### src/rtl/alu_seq_if.sv
// Request/response bundle for alu_seq: operand request channel plus result channel with flags.
interface alu_seq_if #(
    parameter int WIDTH    = 8,
    parameter int PC_WIDTH = 8
);
    logic                in_valid;
    logic                in_ready;
    logic [2:0]          control;
    logic [WIDTH-1:0]    dataInACC;
    logic [WIDTH-1:0]    dataIn;
    logic [PC_WIDTH-1:0] pc;
    logic                out_valid;
    logic                out_ready;
    logic [WIDTH-1:0]    dataOut;
    logic                carry;
    logic                zero;
    logic                illegal;

    modport master (
        output in_valid, control, dataInACC, dataIn, pc, out_ready,
        input  in_ready, out_valid, dataOut, carry, zero, illegal
    );

    modport slave (
        input  in_valid, control, dataInACC, dataIn, pc, out_ready,
        output in_ready, out_valid, dataOut, carry, zero, illegal
    );
endinterface

### src/rtl/alu_seq.sv
// Handshaked accumulator ALU: single-cycle ADD/NAND/BNZ/SLT/SUB, bit-serial shifts,
// optional shift-add multiply enabled by the ALU_MUL_EN macro (otherwise opcode 111 is illegal).
module alu_seq #(
    parameter int WIDTH    = 8,
    parameter int PC_WIDTH = 8
) (
    input logic    clk,
    input logic    rst_n,
    alu_seq_if.slave bus
);
    localparam int SW = $clog2(WIDTH);
    localparam int CW = $clog2(WIDTH + 1);

    localparam logic [1:0] IDLE = 2'd0;
    localparam logic [1:0] BUSY = 2'd1;
    localparam logic [1:0] DONE = 2'd2;

    localparam logic [2:0] OP_ADD  = 3'b000;
    localparam logic [2:0] OP_NAND = 3'b001;
    localparam logic [2:0] OP_BNZ  = 3'b010;
    localparam logic [2:0] OP_SLT  = 3'b011;
    localparam logic [2:0] OP_SUB  = 3'b100;
    localparam logic [2:0] OP_SHL  = 3'b101;
    localparam logic [2:0] OP_SHR  = 3'b110;
    localparam logic [2:0] OP_MUL  = 3'b111;

    logic [1:0]          state;
    logic [2:0]          op;
    logic [WIDTH-1:0]    work;
    logic [CW-1:0]       cnt;

    logic [WIDTH-1:0]    a, b;
    logic [SW-1:0]       shamt;
    logic [PC_WIDTH-1:0] pc_inc;
    logic [WIDTH:0]      sum_ab, diff_ab;
    logic [WIDTH-1:0]    imm_res;
    logic                imm_carry, imm_illegal, go_busy;
    logic [WIDTH-1:0]    step_work;
    logic                step_bit;

`ifdef ALU_MUL_EN
    logic [WIDTH-1:0]    mcand, mul_hi, step_hi;
    logic [WIDTH:0]      mul_sum;
`endif

    assign a     = bus.dataInACC;
    assign b     = bus.dataIn;
    assign shamt = b[SW-1:0];

    assign bus.in_ready  = (state == IDLE);
    assign bus.out_valid = (state == DONE);

    // NOTE: every always_comb output gets a default first so no path leaves it unassigned (no latches).
    always_comb begin
        imm_res     = '0;
        imm_carry   = 1'b0;
        imm_illegal = 1'b0;
        pc_inc      = bus.pc + PC_WIDTH'(1);
        sum_ab      = {1'b0, a} + {1'b0, b};
        diff_ab     = {1'b0, a} - {1'b0, b};
        case (bus.control)
            OP_ADD:  {imm_carry, imm_res} = sum_ab;
            OP_NAND: imm_res = ~(a & b);
            OP_BNZ: begin
                if (a != '0) imm_res[PC_WIDTH-1:0] = pc_inc;
                else         imm_res = b;
            end
            OP_SLT:  imm_res[0] = (a < b);
            OP_SUB:  {imm_carry, imm_res} = diff_ab;
            OP_SHL, OP_SHR: imm_res = a;
`ifdef ALU_MUL_EN
            default: ;
`else
            default: imm_illegal = 1'b1;
`endif
        endcase
    end

    always_comb begin
        go_busy = 1'b0;
        if ((bus.control == OP_SHL || bus.control == OP_SHR) && shamt != '0) go_busy = 1'b1;
`ifdef ALU_MUL_EN
        if (bus.control == OP_MUL) go_busy = 1'b1;
`endif
    end

    // One iteration of whichever multi-cycle op is in flight.
    always_comb begin
        step_work = work;
        step_bit  = 1'b0;
`ifdef ALU_MUL_EN
        step_hi   = mul_hi;
        mul_sum   = {1'b0, mul_hi} + (work[0] ? {1'b0, mcand} : '0);
`endif
        case (op)
            OP_SHL: {step_bit, step_work} = {work, 1'b0};
            OP_SHR: {step_work, step_bit} = {1'b0, work};
`ifdef ALU_MUL_EN
            OP_MUL: begin
                step_hi   = mul_sum[WIDTH:1];
                step_work = {mul_sum[0], work[WIDTH-1:1]};
                step_bit  = (step_hi != '0);
            end
`endif
            default: ;
        endcase
    end

    // NOTE: sequential state uses non-blocking assignments only, so every register samples pre-edge values.
    always_ff @(posedge clk) begin
        if (!rst_n) begin
            state       <= IDLE;
            op          <= '0;
            work        <= '0;
            cnt         <= '0;
            bus.dataOut <= '0;
            bus.carry   <= 1'b0;
            bus.zero    <= 1'b0;
            bus.illegal <= 1'b0;
`ifdef ALU_MUL_EN
            mcand       <= '0;
            mul_hi      <= '0;
`endif
        end else begin
            case (state)
                IDLE: begin
                    if (bus.in_valid) begin
                        op          <= bus.control;
                        bus.illegal <= imm_illegal;
                        if (go_busy) begin
                            state <= BUSY;
`ifdef ALU_MUL_EN
                            if (bus.control == OP_MUL) begin
                                work   <= b;
                                mcand  <= a;
                                mul_hi <= '0;
                                cnt    <= CW'(WIDTH);
                            end else begin
                                work <= a;
                                cnt  <= CW'(shamt);
                            end
`else
                            work <= a;
                            cnt  <= CW'(shamt);
`endif
                        end else begin
                            state       <= DONE;
                            bus.dataOut <= imm_res;
                            bus.carry   <= imm_carry;
                            bus.zero    <= (imm_res == '0);
                        end
                    end
                end
                BUSY: begin
                    work <= step_work;
                    cnt  <= cnt - CW'(1);
`ifdef ALU_MUL_EN
                    mul_hi <= step_hi;
`endif
                    if (cnt == CW'(1)) begin
                        state       <= DONE;
                        bus.dataOut <= step_work;
                        bus.carry   <= step_bit;
                        bus.zero    <= (step_work == '0);
                    end
                end
                DONE: begin
                    if (bus.out_ready) state <= IDLE;
                end
                default: state <= IDLE;
            endcase
        end
    end
endmodule

### src/flat_wrapper.sv
// flat-port wrapper written by rule: the top's interface ports become plain ports
module alu_seq_flat 
#(
    parameter int WIDTH    = 8,
    parameter int PC_WIDTH = 8
)
  (clk, rst_n, bus_in_valid, bus_control, bus_dataInACC, bus_dataIn, bus_pc, bus_out_ready, bus_in_ready, bus_out_valid, bus_dataOut, bus_carry, bus_zero, bus_illegal);
  alu_seq_if #(.WIDTH(WIDTH), .PC_WIDTH(PC_WIDTH)) bus_i ();
  input logic clk;
  input logic rst_n;
  input wire logic [$bits(bus_i.in_valid)-1:0] bus_in_valid;
  input wire logic [$bits(bus_i.control)-1:0] bus_control;
  input wire logic [$bits(bus_i.dataInACC)-1:0] bus_dataInACC;
  input wire logic [$bits(bus_i.dataIn)-1:0] bus_dataIn;
  input wire logic [$bits(bus_i.pc)-1:0] bus_pc;
  input wire logic [$bits(bus_i.out_ready)-1:0] bus_out_ready;
  output wire logic [$bits(bus_i.in_ready)-1:0] bus_in_ready;
  output wire logic [$bits(bus_i.out_valid)-1:0] bus_out_valid;
  output wire logic [$bits(bus_i.dataOut)-1:0] bus_dataOut;
  output wire logic [$bits(bus_i.carry)-1:0] bus_carry;
  output wire logic [$bits(bus_i.zero)-1:0] bus_zero;
  output wire logic [$bits(bus_i.illegal)-1:0] bus_illegal;
  assign bus_i.in_valid = bus_in_valid;
  assign bus_i.control = bus_control;
  assign bus_i.dataInACC = bus_dataInACC;
  assign bus_i.dataIn = bus_dataIn;
  assign bus_i.pc = bus_pc;
  assign bus_i.out_ready = bus_out_ready;
  assign bus_in_ready = bus_i.in_ready;
  assign bus_out_valid = bus_i.out_valid;
  assign bus_dataOut = bus_i.dataOut;
  assign bus_carry = bus_i.carry;
  assign bus_zero = bus_i.zero;
  assign bus_illegal = bus_i.illegal;
  alu_seq #(.WIDTH(WIDTH), .PC_WIDTH(PC_WIDTH)) u_core (.clk(clk), .rst_n(rst_n), .bus(bus_i));
endmodule
### config.mk
export PLATFORM = sky130hd
export DESIGN_NAME = alu_seq_flat
export DESIGN_NICKNAME = d
export VERILOG_FILES = /design/src/rtl/alu_seq_if.sv /design/src/rtl/alu_seq.sv /design/src/flat_wrapper.sv
export SDC_FILE = /design/constraint.sdc
export NUM_CORES = 1
export LEC_CHECK = 0
export CAP_MARGIN = 10
export CORE_ASPECT_RATIO = 0.5
export CORE_MARGIN = 3
export CORE_UTILIZATION = 49
export CTS_BUF_LIST = sky130_fd_sc_hd__clkbuf_4 sky130_fd_sc_hd__clkbuf_8
export DETAILED_ROUTE_END_ITERATION = 16
export DONT_BUFFER_PORTS = 1
export GPL_TIMING_DRIVEN = 0
export PLACE_DENSITY_LB_ADDON = 0.1
export SETUP_SLACK_MARGIN = 0.5
export SKIP_LAST_GASP = 1
export SLEW_MARGIN = 10
export SYNTH_ARGS = -nofsm -noshare
export SYNTH_HDL_FRONTEND = slang
export SYNTH_SLANG_ARGS = --single-unit
### constraint.sdc
create_clock -name clk -period 2.5 [get_ports clk]
set_clock_uncertainty 0.2 [all_clocks]
set_input_delay 0.5 -clock clk [delete_from_list [all_inputs] [get_ports clk]]
set_output_delay 0.5 -clock clk [all_outputs]
set_load 0.1 [all_outputs]
## Word level (Yosys, flattened, before mapping)

Index checks and enable logic that the tools add are counted.

| cells by class | value |
|---|---|
| multipliers | 0 |
| order comparisons | 1 |
| reductions and logical operators | 15 |
| muxes and demuxes | 31 |
| add/subtract/negate cells | 4 |
| divide/modulo/power cells | 0 |
| shift operators | 0 |
| bitwise gates (word level) | 2 |
| equality and inequality tests | 16 |

Operators by type and width:

| kind | count |
|---|---|
| 8-bit 2-to-1 mux | 6 |
| 8-bit case mux with 2 select lines | 3 |
| 7-bit case mux with 5 select lines | 1 |
| 8-bit logical NOT | 2 |
| 3-bit equality test (second input constant) | 5 |
| 8-bit by 8-bit adder with 9-bit output | 1 |
| 8-bit by 8-bit subtractor with 9-bit output | 1 |
| 8-bit by 1-bit adder with 8-bit output (second input constant) | 1 |
| 8-bit bitwise AND | 1 |
| 8-bit less-than comparator | 1 |
| 1-bit 2-to-1 mux | 8 |
| 2-bit 2-to-1 mux | 4 |
| 4-bit 2-to-1 mux | 2 |
| 8-bit inverter | 1 |
| 1-bit case mux with 2 select lines | 4 |
| 4-bit case mux with 2 select lines | 1 |
| 8-bit nonzero test | 1 |
| 7-bit OR reduction | 1 |
| 3-bit by 2-bit equality test with 1-bit output (second input constant) | 2 |
| 2-bit inequality test (second input constant) | 3 |
| 1-bit case mux with 6 select lines | 1 |
| 2-bit case mux with 3 select lines | 1 |
| 3-bit AND reduction | 2 |
| 4-bit by 1-bit equality test with 1-bit output (second input constant) | 1 |
| 14 further kinds | 15 |

| word-level totals | value |
|---|---|
| input bits | 31 |
| bits in latches | 0 |
| word-level logic and storage cells | 77 |
| register bits | 28 |
| memory bits (read-only) | 0 |
| output and inout port bits | 13 |
| RAM bits | 0 |
| memories kept | 0 |

## Longest topological paths before layout

Gate-level depths: netlist of run 1.

| depth | value |
|---|---|
| word-level depth | 7 |
| mapped depth | 11 |

## Least setup slack after synthesis of run 1

OpenSTA, ideal clock, no wires.

| timing path | value |
|---|---|
| path type | register to register |
| start | register u_core.state[0] |
| end | register u_core.bus.dataOut[5] |
| cell stages (with the launch flop) | 9 |
| slack | -1.131 ns |
| arrival | 3.316 ns |
| buffers on the path | 2 |
| data required time | 2.186 ns |
| path through | dfxtp_1 > clkbuf_1 > nor2_1 > nand2_1 > nor2b_1 > o21bai_2 > buf_1 > nor2_1 > a2111oi_0 |

| on the way | value |
|---|---|
| longest elaborated chain between the ends | 3 |

RTL lines:

| element | RTL line | source |
|---|---|---|
| start: declaration | alu_seq.sv:27 | `logic [1:0] state;` |
| start signal: assignment | alu_seq.sv:112 | `state <= IDLE;` |
| start signal: assignment | alu_seq.sv:131 | `state <= BUSY;` |
| start signal: assignment | alu_seq.sv:147 | `state <= DONE;` |
| 2-bit logical NOT (*) | - |  |
| via bus_in_ready | flat_wrapper.sv:17 | `output wire logic [$bits(bus_i.in_ready)-1:0] bus_in_ready;` |
| 2-bit inequality test (no line) or 2-bit nonzero test (tied branches) | - |  |
| 4-bit AND reduction (no line) | - |  |
| end signal: assignment | alu_seq.sv:148 | `bus.dataOut <= imm_res;` |
| end signal: assignment | alu_seq.sv:162 | `bus.dataOut <= step_work;` |
| end: declaration | alu_seq_if.sv:26 | `output in_ready, out_valid, dataOut, carry, zero, illegal` |

The timed path passes the listed nets; every way through them passes the cells marked *.
A chain may end at the register's enable or synchronous reset.

## Final worst setup path of run 1

| timing path | value |
|---|---|
| start | input port bus_dataIn[0] |
| end | register u_core.bus.dataOut[4] |

| on the way | value |
|---|---|
| longest elaborated chain between the ends | 5 |

RTL lines:

| element | RTL line | source |
|---|---|---|
| start: declaration | flat_wrapper.sv:14 | `input wire logic [$bits(bus_i.dataIn)-1:0] bus_dataIn;` |
| 8-bit by 8-bit subtractor with 9-bit output (tied with other cells) | alu_seq.sv:60 | `diff_ab = {1'b0, a} - {1'b0, b};` |
| 7-bit case mux with 5 select lines or 1-bit logical AND (tied branches) | alu_seq.sv:61, alu_seq.sv:81 |  |
| 8-bit 2-to-1 mux or 1-bit 2-to-1 mux (tied branches) | alu_seq.sv:130, alu_seq.sv:81 |  |
| 8-bit 2-to-1 mux or 2-bit inequality test (tied branches) | - |  |
| 8-bit case mux with 2 select lines or 4-bit AND reduction (tied branches) | - |  |

Parallel ways exist; a longest one is shown, timed or not. The select of a mux whose other input is x is not followed.

==> impl_metrics.py, run 1 <==
metrics = {
    "outcome": {
        "status": "finished clean",
    },
    "synth": {
        "syn_area_um2": 2730,
        "postSynthAreaPerCell_um2": 7.21,
        "synth_adder_area_share": 0.102,
        "synth_compound_area_frac": 0.326,
        "netlist_instances": 378,
        "synth_edf_count": 0,
        "synth_warnings": 0,
        "yosysSeqAreaShare": 0.206,
        "synth_nets": 430,
        "synth_xor_area_frac": 0.0450,
        "async_flop_share": 0,
        "synthMuxAreaShare": 0.0119,
        "ys.flop_type": "dfxtp_1",
        "yosys.area_share.simple": 0.242,
        "synth_cell_type_count": 66,
        "synth_top_family_by_area": "compound AO/OA/AOI/OAI gates",
        "ys_seq_elements": 28,
    },
    "global_routing": {
        "grt.busiest_layer": "met2",
        "grt_pass1_wl_um": 14700,
        "grt_start_max_net_pins": 17,
        "grt_use_met3": 0.0370,
        "met1_usage": 0.383,
        "grt_use_total": 0.279,
        "grt_pass1_vias": 2892,
        "overflow": 0,
        "met2_usage": 0.461,
        "antenna_found_initial": 0,
    },
    "detailed_routing": {
        "wire_per_inst_um": 20.0,
        "ant_nets": 0,
        "routed_wl_um": 9360,
        "dr_total_vias": 3096,
        "drc_errors": 0,
        "vias_per_cell": 6.60,
        "drtIter0Drc": 397,
        "dr.pass1.iters": 5,
    },
    "floorplan": {
        "ioPinCount": 44,
        "die_y_um": 58.7,
        "core_area_um2": 5130,
        "initial_utilization": 0.531,
        "num_rows": 18,
        "die-area_um2": 6550,
        "die_w_um": 111,
    },
    "sta": {
        "fin_crit_ns": 2.44,
        "max_freq_ghz": 0.410,
        "setup_violations": 0,
        "maxSlewViolCount": 0,
        "slew_headroom": 0.345,
        "worstMarginPinSlew_ns": 0.980,
        "hold_viol": 0,
        "layout_setup_ws_ns": 0.0638,
        "hold_slack_ns": 0.156,
        "rsz0062_at_grt": "yes",
        "fin_crit_sh": 0.974,
    },
    "cells_and_area": {
        "fin_nets": 452,
        "diodes": 0,
        "layout_common_cells": "nand2_1, a21oi_1, dfxtp_1, nor2_1",
        "stdcell_count": 469,
        "fin_util": 0.672,
        "area_growth_pct": 26.7,
        "drive_above_1_share": 0.256,
        "layout_commonest_cell": "nand2_1",
    },
    "setup_path": {
        "endpoint_kind": "flop",
        "r2r_start": "u_core.state[0]",
        "path_class": "in2reg",
        "rr_worst_depth": 8,
        "crit_path_end": "u_core.bus.dataOut[4]",
        "cp.arrival_ns": 2.40,
        "r2r_slack_ns": 0.24,
        "critical_path_peak_fanout": 6,
        "cp.required_ns": 2.46,
        "startpoint": "bus_dataIn[0]",
        "r2r_end": "u_core.bus.dataOut[7]",
        "critical_path.startpoint_type": "input port",
    },
    "clock_network": {
        "postCtsHoldBufs": 0,
        "tritoncts": "built",
        "cts_buffers": 3,
        "cts_root_buf": "clkbuf_8",
        "max-clock-path-buffers": 2,
        "clock_sink_count": 28,
        "clkSlewWorstSetupHoldPaths_ns": 0.10,
        "cts_htree_levels": 1,
        "clock_latency_ns": 0.29,
    },
    "placed_design": {
        "dp_cells": 448,
        "dpl_worst_slack_ns": -0.531,
        "gp_congestion": 0.945,
        "portBuffers": 0,
        "dp_hpwl_um": 6820,
    },
    "power": {
        "power.leakage_nw": 1.29,
        "ir_drop_mv": 0.367,
        "p_per_area_nw_per_um2": 455,
    },
    "hold_path": {
        "hp-class": "in2reg",
    },
    "job": {
        "cap_viol_max_count": 0,
    },
}
power by group:
part	leakage (nW)	internal [mW]	switching (mW)	total, mW
Clock	0.0357	0.215	0.150	0.365
Combinational	1.02	0.249	0.344	0.594
Sequential	0.229	0.477	0.133	0.611
Total	1.29	0.941	0.628	1.57
stage by stage:
| stage | total power [mW] | instance area, um2 | setup TNS [ns] |
|---|---|---|---|
| final | 1.57 | 3450 | 0 |
| after detailed placement | 1.08 | 2910 | -3.88 |
| after CTS | 1.51 | 3290 | 0 |
| after global placement | 1.07 | 2910 | -3.79 |
| after global routing | 1.63 | 3450 | -0.0705 |
| after floorplan | 0.974 | 2830 | -0.378 |
cells by family after synthesis:
kind of cell / count (synthesis)
compound gates: 131
flops: 28
buf+inv: 44
fa+ha+maj: 21
xor+xnor: 14
mux: 2
simple gates: 138
cells in the mapped netlist (5+ instances only):
library cell,n,share of area
nor2b_1,7,0.016
clkbuf_1,14,0.019
or3_1,5,0.011
nor3_1,9,0.017
xor2_1,6,0.019
nor2_1,30,0.041
a21oi_1,38,0.070
inv_1,18,0.025
dfxtp_1,28,0.21
o21ai_1,10,0.018
xnor2_1,8,0.026
a211oi_1,5,0.014
a31oi_1,5,0.011
nand3_1,11,0.020
o21ai_0,13,0.024
ha_1,19,0.087
nand2b_1,5,0.011
nand2_1,49,0.067
o211ai_1,9,0.025
a21o_1,5,0.014
a221oi_1,5,0.016
a22oi_1,6,0.017
how the worst min path moves through the flow:
stage,start,end,slack (ns),cells after the start
finish,bus_dataInACC[4],u_core.work[4],0.16,2
global route,bus_dataInACC[4],u_core.work[4],0.16,2
CTS,rst_n,u_core.state[0],0.16,1
detailed placement,u_core.cnt[1],u_core.cnt[1],0.27,2
global placement,u_core.cnt[1],u_core.cnt[1],0.26,2
floorplan,u_core.cnt[1],u_core.cnt[1],0.24,2
sequential cells by signal, indices dropped and copies added, names as in the netlist:
name                flops
u_core.bus.illegal      1
u_core.work             8
u_core.op               3
u_core.bus.dataOut      8
u_core.state            2
u_core.cnt              4
u_core.bus.zero         1
u_core.bus.carry        1
repair_timing:
action                                  CTS  global route
buffers inserted                         13             3
resized for setup                        55            36
hold endpoints to repair                  0             0
endpoints found under the setup margin   27            24
pin swaps                                29            29
cloned                                    1             0
worst max-delay path, cell delays in order:
cell	delay [ns]
ha_2	0.19
fa_1	0.39
nand2b_1	0.11
o221a_2	0.23
a21oi_1	0.08
xnor2_1	0.14
a221o_1	0.45
o211ai_1	0.22
a21oi_1	0.09
area by class of cell:
class / count / area (um2)
clock buffer: 3 / 41.3
buffer: 21 / 161
timing repair buffer: 17 / 136
inverter: 23 / 129
sequential: 28 / 566
tap: 70 / 87.6
multi-input combinational: 306 / 2300
clock inverter: 1 / 30.0
fill: 430 / 1680
metal layers:
| metal | part of all wire | up-vias |
|---|---|---|
| li1 | - | 1428 |
| met1 | 0.43 | 1468 |
| met2 | 0.45 | 171 |
| met3 | 0.10 | 29 |
| met4 | 0.024 | 0 |
| met5 | 0 | - |
(Power assumes the default switching activity.)
==> run 2, diff against run 1 <==
ABC_AREA = 1   (was default)
SLEW_MARGIN = 25   (was 10)
==> run 2 against run 1 <==
Against the previous run: wire length fell by 8.3%; critical endpoint is now u_core.bus.zero; first-iteration DRC count fell by 27%; non-clock buffer count fell by 16; area after synthesis rose by 2.4%.
==> impl_metrics.py, run 2 <==
metrics = {
    "outcome": {
        "status": "finished clean",
    },
    "hold_path": {
        "hold_end": "u_core.bus.illegal",
        "hp-class": "in2reg",
        "min_from": "bus_control[2]",
        "min_path_cells": 2,
    },
    "synth": {
        "synth_xor_area_frac": 0.00941,
        "ys.flop_type": "dfxtp_1",
        "synth_compound_area_frac": 0.209,
        "synth_most_common_cell": "nand2_1",
        "synthMuxAreaShare": 0,
        "yosysSeqAreaShare": 0.201,
        "ys_seq_elements": 28,
        "yosys.area_share.simple": 0.351,
        "async_flop_share": 0,
        "synth.area.top_cells": "dfxtp_1, nand2_1, inv_1",
        "synth_top_family_by_area": "simple AND/OR/NAND/NOR gates",
        "post-synth-top-area-cell": "dfxtp_1",
        "synth_adder_area_share": 0.0995,
        "synth_common_cells": "nand2_1, inv_1, nor2_1, nand3_1, a21oi_1",
        "synth_warnings": 0,
        "postSynthAreaPerCell_um2": 5.86,
        "synth_cell_type_count": 35,
        "synth_edf_count": 0,
        "netlist_instances": 476,
        "syn_area_um2": 2790,
        "synth_top_area_frac": 0.201,
        "synth_nets": 528,
    },
    "detailed_routing": {
        "vias_per_cell": 5.53,
        "wire_per_inst_um": 15.3,
        "ant_nets": 0,
        "routed_wl_um": 8590,
        "drtIter0Drc": 288,
        "dr.pass1.iters": 5,
        "dr_total_vias": 3115,
        "drc_errors": 0,
    },
    "cells_and_area": {
        "drive_above_1_share": 0.176,
        "layout_commonest_cell": "nand2_1",
        "layout_common_cells": "nand2_1, inv_1, nor2_1, a21oi_1, nand3_1",
        "design_area_um2": 3290,
        "diodes": 0,
        "area_growth_pct": 17.9,
        "top_regs": "u_core.bus.dataOut: 8 flops, u_core.work: 8 flops, u_core.cnt: 4 flops",
        "fin_util": 0.633,
        "stdcell_count": 563,
        "fin_nets": 546,
    },
    "sta": {
        "setup_violations": 0,
        "hold_viol": 0,
        "maxSlewViolCount": 0,
        "fin_crit_sh": 0.790,
        "worstMarginPinSlew_ns": 0.998,
        "fin_crit_ns": 1.98,
        "max_freq_ghz": 0.506,
        "tns_ns": 0,
        "rsz0062_at_grt": "yes",
        "layout_setup_ws_ns": 0.524,
        "slew_headroom": 0.334,
    },
    "floorplan": {
        "core_area_um2": 5200,
        "ioPinCount": 44,
        "die_w_um": 113,
        "die_y_um": 59.4,
        "num_rows": 18,
        "initial_utilization": 0.537,
        "die-area_um2": 6690,
    },
    "clock_network": {
        "cts_root_buf": "clkbuf_8",
        "cts_buffers": 3,
        "max-clock-path-buffers": 2,
        "clock_latency_ns": 0.28,
        "clock_sink_count": 28,
        "tritoncts": "built",
        "clkSlewWorstSetupHoldPaths_ns": 0.10,
        "cts_htree_levels": 1,
        "postCtsHoldBufs": 0,
    },
    "power": {
        "p_per_area_nw_per_um2": 468,
        "ir_drop_mv": 0.531,
        "power.leakage_nw": 1.53,
    },
    "placed_design": {
        "dpl_worst_slack_ns": 0.131,
        "place_area_um2": 2930,
        "portBuffers": 0,
        "dp_cells": 546,
        "dp_hpwl_um": 6460,
        "gp_congestion": 0.906,
    },
    "setup_path": {
        "critical_path_peak_fanout": 4,
        "r2r_slack_ns": 0.53,
        "cp.required_ns": 2.52,
        "endpoint_kind": "flop",
        "path_class": "in2reg",
        "r2r_start": "u_core.state[0]",
        "r2r_end": "u_core.bus.zero",
        "rr_worst_depth": 7,
        "critical_path.startpoint_type": "input port",
        "cp.arrival_ns": 2.00,
    },
    "global_routing": {
        "grt_pass1_wl_um": 13500,
        "grt_pass1_vias": 2701,
        "grt_use_total": 0.251,
        "antenna_found_initial": 0,
        "grt_start_max_net_pins": 16,
        "overflow": 0,
    },
    "job": {
        "cap_viol_max_count": 0,
    },
}
run 2: cell count changes after synthesis, sizes merged, moves of 8 or more:
cell    change
xnor2       -8
nand2      +68
o211ai      -9
nand3      +30
o21ai      +14
inv        +60
clkbuf      -9
nor2       +28
run 2: routing by layer:
layer / global-route usage / vias to the layer above / routed length (um)
met3: 0.0347 / 10 / 790
met4: 0.0325 / 0 / 48
met1: 0.368 / 1381 / 4000
met2: 0.407 / 135 / 3750
met5: 0 / - / 0
li1: - / 1589 / -
run 2: repair_timing:
item                                    CTS  global route
pin swaps                                 5            27
resized for setup                        17            44
endpoints found under the setup margin   13            18
buffers inserted                          4             9
cloned                                    0             0
endpoints found under the hold margin     0             0
run 2: cells by family after synthesis:
family          count (synthesis)
simple gates                  230
flops                          28
xor+xnor                        3
buf+inv                        93
compound gates                101
fa+ha+maj                      21
run 2: area by class of cell:
cell class	count	area, um2
Timing Repair Buffer	13	101
Buffer	9	62.6
Clock buffer	4	55.1
Multi-Input combinational cell	355	2070
Fill cell	494	1910
Tap cell	70	87.6
Sequential cell	28	567
Inverter	84	349
run 2: stage by stage:
step / total power, mW / hold WS, ns
3_5_place_dp: 1.17 / 0.260
6_report: 1.54 / 0.170
3_3_place_gp: 1.17 / 0.263
4_1_cts: 1.47 / 0.176
2_1_floorplan: 1.07 / 0.244
5_1_grt: 1.63 / 0.179
run 2: critical path, cell delays in order:
cell and delay (ns):
clkinv_16 0.03, ha_4 0.12, inv_4 0.04, fa_2 0.39, nor2_2 0.09, nor2_1 0.04, nand2_1 0.07, nand2_2 0.06
nor2_2 0.10, nand2_1 0.07, nor2_1 0.10, nand2_1 0.07, nor2_2 0.11, nand3_1 0.08, a21oi_2 0.13
run 2: worst max path at each step:
stage	start	endpoint	slack, ns	cells after the start
finish	bus_dataInACC[0]	u_core.bus.zero	0.52	15
global route	bus_dataInACC[0]	u_core.bus.zero	0.40	15
CTS	u_core.state[0]	u_core.bus.zero	0.50	7
detailed placement	bus_dataInACC[0]	u_core.bus.dataOut[4]	0.13	12
global placement	bus_dataInACC[0]	u_core.bus.dataOut[4]	0.15	12
floorplan	bus_dataInACC[0]	u_core.bus.zero	0.40	15
run 2: power by group:
group	internal (mW)	switching (mW)
sequential	0.490	0.186
combinational	0.210	0.367
clock	0.141	0.147
